## src/rtl/skew_shift_array.sv

```systemverilog
// Per-lane delay line that skews/deskews operand vectors at the systolic array edge.
// A drain sequencer flushes every lane with zeros after the last operand.
module skew_shift_array #(
    parameter int DATA_WIDTH = 8,
    parameter int LANES      = 4,
    parameter int BASE_DELAY = 1,
    parameter int DIRECTION  = 0
) (
    input  logic                        clk,
    input  logic                        reset_n,
    input  logic                        sync_reset_n,
    input  logic                        shift,
    input  logic                        in_valid,
    input  logic [LANES*DATA_WIDTH-1:0] data_i,
    input  logic                        drain_req,
    output logic [LANES*DATA_WIDTH-1:0] data_o,
    output logic [LANES-1:0]            valid_o,
    output logic                        empty_o,
    output logic                        busy_o,
    output logic                        drain_done_o
);

    localparam int MAX_DEPTH = BASE_DELAY + LANES - 1;
    localparam int CW        = $clog2(MAX_DEPTH + 1);

    typedef enum logic {IDLE, DRAIN} state_t;

    state_t          state;
    state_t          state_n;
    logic [CW-1:0]   cnt;
    logic [CW-1:0]   cnt_n;
    logic            done_q;
    logic            done_n;
    logic            adv;
    logic            load_en;
    logic [LANES-1:0] lane_live;

    always_ff @(posedge clk or negedge reset_n) begin
        if (!reset_n) begin
            state  <= IDLE;
            cnt    <= '0;
            done_q <= 1'b0;
        end else if (!sync_reset_n) begin
            state  <= IDLE;
            cnt    <= '0;
            done_q <= 1'b0;
        end else begin
            state  <= state_n;
            cnt    <= cnt_n;
            done_q <= done_n;
        end
    end

    always_comb begin
        state_n = state;
        cnt_n   = cnt;
        done_n  = 1'b0;
        unique case (state)
            IDLE: begin
                if (drain_req) begin
                    state_n = DRAIN;
                    cnt_n   = CW'(MAX_DEPTH);
                end
            end
            DRAIN: begin
                cnt_n = cnt - CW'(1);
                if (cnt == CW'(1)) begin
                    state_n = IDLE;
                    done_n  = 1'b1;
                end
            end
        endcase
    end

    // While draining, every clock advances and the inputs are replaced by zeros.
    always_comb begin
        busy_o  = (state == DRAIN);
        load_en = (state == IDLE);
        adv     = (state == DRAIN) || shift;
    end

    for (genvar i = 0; i < LANES; i++) begin : g_lane
        localparam int DEPTH = (DIRECTION == 0) ? BASE_DELAY + i
                                                : BASE_DELAY + LANES - 1 - i;

        logic [DEPTH-1:0][DATA_WIDTH-1:0] d_q;
        logic [DEPTH-1:0]                 v_q;
        logic [DATA_WIDTH-1:0]            d_in;
        logic                             v_in;

        assign d_in = load_en ? data_i[i*DATA_WIDTH +: DATA_WIDTH] : '0;
        assign v_in = load_en & in_valid;

        always_ff @(posedge clk or negedge reset_n) begin
            if (!reset_n) begin
                d_q <= '0;
                v_q <= '0;
            end else if (!sync_reset_n) begin
                d_q <= '0;
                v_q <= '0;
            end else if (adv) begin
                d_q[0] <= d_in;
                v_q[0] <= v_in;
                for (int k = 1; k < DEPTH; k++) begin
                    d_q[k] <= d_q[k-1];
                    v_q[k] <= v_q[k-1];
                end
            end
        end

        assign data_o[i*DATA_WIDTH +: DATA_WIDTH] = d_q[DEPTH-1];
        assign valid_o[i]                         = v_q[DEPTH-1];
        assign lane_live[i]                       = |v_q;
    end

    assign empty_o      = ~|lane_live;
    assign drain_done_o = done_q;

endmodule

```

## config.mk

```make
export PLATFORM = sky130hd
export DESIGN_NAME = skew_shift_array
export DESIGN_NICKNAME = d
export VERILOG_FILES = /design/src/rtl/skew_shift_array.sv
export SDC_FILE = /design/constraint.sdc
export NUM_CORES = 1
export LEC_CHECK = 0
export CAP_MARGIN = 20
export CORE_ASPECT_RATIO = 0.8
export CORE_MARGIN = 3
export CORE_UTILIZATION = 56
export CTS_CLUSTER_DIAMETER = 30
export DETAILED_ROUTE_END_ITERATION = 8
export PLACE_DENSITY = 0.82
export SLEW_MARGIN = 10
export SYNTH_ARGS = -nofsm -noshare
export SYNTH_HDL_FRONTEND = slang
export SYNTH_SLANG_ARGS = --single-unit
```

## constraint.sdc

```tcl
create_clock -name clk -period 3.75 [get_ports clk]
set_clock_uncertainty 0.2 [all_clocks]
set_input_delay 0.75 -clock clk [delete_from_list [all_inputs] [get_ports clk]]
set_output_delay 0.75 -clock clk [all_outputs]
set_load 0.05 [all_outputs]
```

==> results.sh <==
export IMPL_p_leak_nw=2.05
export IMPL_grt_pass1_wl_um=13500
export IMPL_synth_edf_count=0
export IMPL_rsz0062_at_grt="false"
export IMPL_antenna_found_initial=0
export IMPL_clk_latency_ns=0.34
export IMPL_cap_viol_max_count=0
export IMPL_holdBufCountCts=0
export IMPL_cts_clk_slew_worst_paths_ns=0.08
export IMPL_finalCritPeriodShare_pct=75.6
export IMPL_area_delta_synth_final_pct=16.5
export IMPL_core_area_um2=7060
export IMPL_die_x_um=102
export IMPL_grt_overflow=0
export IMPL_outcome="finished clean"
export IMPL_globalplace_congestion=0.756
export IMPL_utilization_pct=68.8
export IMPL_num_vias=2818
export IMPL_hp_class="in2async"
export IMPL_viasPerCell=5.51
export IMPL_grt_pass1_vias=2744
export IMPL_setup_viol=0
export IMPL_cts_root_buffer="clkbuf_8"
export IMPL_peakVddDrop_uv=211
export IMPL_track_usage_pct=19.6
export IMPL_timing_fmax_mhz=353
export IMPL_synth_top_area_share_pct=53.4
export IMPL_cts_resized=0
export IMPL_required_ns=2.80
export IMPL_yosysSeqAreaShare_pct=53.4
export IMPL_synth_most_common_cell="dfrtp_1"
export IMPL_critPathLaunchType="register"
export IMPL_async_flop_share_pct=100
export IMPL_crit_type="reg2out"
export IMPL_io_buffer_count=76
export IMPL_cts_buffers=9
export IMPL_synth_cell_type_count=23
export IMPL_postCtsSetupBuffers=0
export IMPL_cts_tree="done"
export IMPL_powerDensity_nw_per_um2=381
export IMPL_crit_path_end_kind="output pin"
export IMPL_final_setup_tns_ns=0
export IMPL_dr_pass1_iters=4
export IMPL_route_detailed_drc=0
export IMPL_synthTopCellsByCount="dfrtp_1, a21oi_1, or3b_1, o21ai_1"
export IMPL_drive_above_1_share_pct=5.66
export IMPL_htree_levels=3
export IMPL_wirelength_um=7890
export IMPL_start_util_pct=59.1
export IMPL_die_h_um=83.2
export IMPL_regToRegSetupSlack_ns=1.40
export IMPL_grt_max_degree=112
export IMPL_slew_headroom_pct=36.8
export IMPL_yosys_warnings=0
export IMPL_antenna_left=0
export IMPL_arrival_ns=1.89
export IMPL_layout_min_cycle_time_ns=2.84
export IMPL_crit_fanout=4
export IMPL_drt_iter0_drc=162
export IMPL_nNetsFinal=459
export IMPL_synth_area_per_cell_um2=10.7
export IMPL_synth_fp_nets=428
export IMPL_nFillCells=536
export IMPL_rows=27
export IMPL_cts_max_path_buffers=2
export IMPL_syn_area_um2=4170
export IMPL_syn_inst=388
export IMPL_dp_hpwl_um=4800
export IMPL_yosys_area_top_type="dfrtp_1"
export IMPL_max_slew_worst_pin_slew_ns=0.947
export IMPL_yosys_top_cells_area="dfrtp_1, or3b_1, mux2i_1"
export IMPL_hold_viol=0
export IMPL_boundaryPins=77
export IMPL_die_area_um2=8520
export IMPL_slew_viol_final=0
export IMPL_synth_seq_cells=89
export IMPL_synth_flop_cell="dfrtp_1"
export IMPL_drt_wirelength_per_cell_um=15.4
export IMPL_diodes=0
export IMPL_cts_num_sinks=89
## critical path, stage by stage (launching register included)
cell and delay [ns]:
dfrtp_1 0.40, nor4_1 0.30, clkdlybuf4s50_1 0.85
## area by class of cell
cell class / count / area [um^2] / share of cell area (%)
Clock buffer: 13 / 159 / 3.27
Clock inverter: 3 / 15.0 / 0.309
Inverter: 3 / 11.3 / 0.232
Multi-Input combinational cell: 235 / 1530 / 31.5
Sequential cell: 89 / 2230 / 45.9
Tap cell: 87 / 109 / 2.24
Timing Repair Buffer: 81 / 806 / 16.6
## cell families (layout without fill, tap and decap cells)
| family | Yosys count | after routing | synth area share [%] |
|---|---|---|---|
| AO/OA/AOI/OAI | 107 | 107 | 13.1 |
| AND/OR/NAND/NOR | 92 | 92 | 14.9 |
| flip-flops | 89 | 89 | 53.4 |
| buffers and inverters | 64 | 100 | 9.90 |
| multiplexers | 33 | 33 | 7.92 |
| adder cells (fa/ha/maj) | 2 | 2 | 0.600 |
| XOR/XNOR | 1 | 1 | 0.210 |
## path summary, 6_finish.rpt
check	cells after the start	from	to
worst max-delay path	2	g_lane[0].v_q$_DFFE_PN0P_	empty_o
worst min-delay path	1	reset_n	data_o[16]$_DFFE_PN0P_
worst max register to register	4	busy_o$_DFF_PN0_	g_lane[0].d_q[7]$_DFFE_PN0P_
worst min register to register	1	cnt[2]$_DFFE_PN0P_	drain_done_o$_DFF_PN0_
max in group asynchronous	2	reset_n	g_lane[3].v_q[1]$_DFFE_PN0P_
min in group clk	1	cnt[2]$_DFFE_PN0P_	drain_done_o$_DFF_PN0_
## state kept, by name, summed over array words and instances, names as in the netlist
| signal | cells |
|---|---|
| drain_done_o | 1 |
| g_lane.v_q | 4 |
| cnt | 3 |
| busy_o | 1 |
| data_o | 24 |
| g_lane.d_q | 56 |
## cells in the final DEF (no fill, tap or decap), drive strengths merged
cell            n
a21oi          54
buf             7
clkbuf         13
clkdlybuf4s50  74
clkinv          3
dfrtp          89
ha              2
inv             3
mux2i          33
nand2           1
nand2b          3
nor2           33
nor3            1
nor4            1
o21ai          51
o221a           1
o31ai           1
or3b           53
xnor2           1
## report_power, final
| group | leakage, nW | total, W | internal [W] | switching [W] |
|---|---|---|---|---|
| Combinational | 0.741 | 0.000255 | 0.0000975 | 0.000157 |
| Clock | 0.0932 | 0.000588 | 0.000275 | 0.000313 |
| Sequential | 1.22 | 0.00101 | 0.000991 | 0.0000177 |
| Total | 2.05 | 0.00185 | 0.00136 | 0.000488 |
## metal layers
layer | track usage (%) | vias to the layer above | part of all wire [%]
li1 | - | 1406 | -
met1 | 29.1 | 1348 | 48
met2 | 29.1 | 57 | 47
met3 | 4.62 | 7 | 3.9
met4 | 4.77 | 0 | 0.81
met5 | 0 | - | 0
## stage by stage
step           cells  cell area [um^2]  hold WS [ns]  power, W  worst slack [ns]
3_3_place_gp     495              4680         0.281   0.00128              1.26
3_5_place_dp     495              4680         0.295   0.00129              1.26
6_report         511              4860         0.284   0.00185             0.914
4_1_cts          511              4860         0.309   0.00188             0.895
2_1_floorplan    388              4170         0.254   0.00120             0.634
5_1_grt          511              4860         0.333   0.00194             0.802
Power figures use the tool's default switching activity.
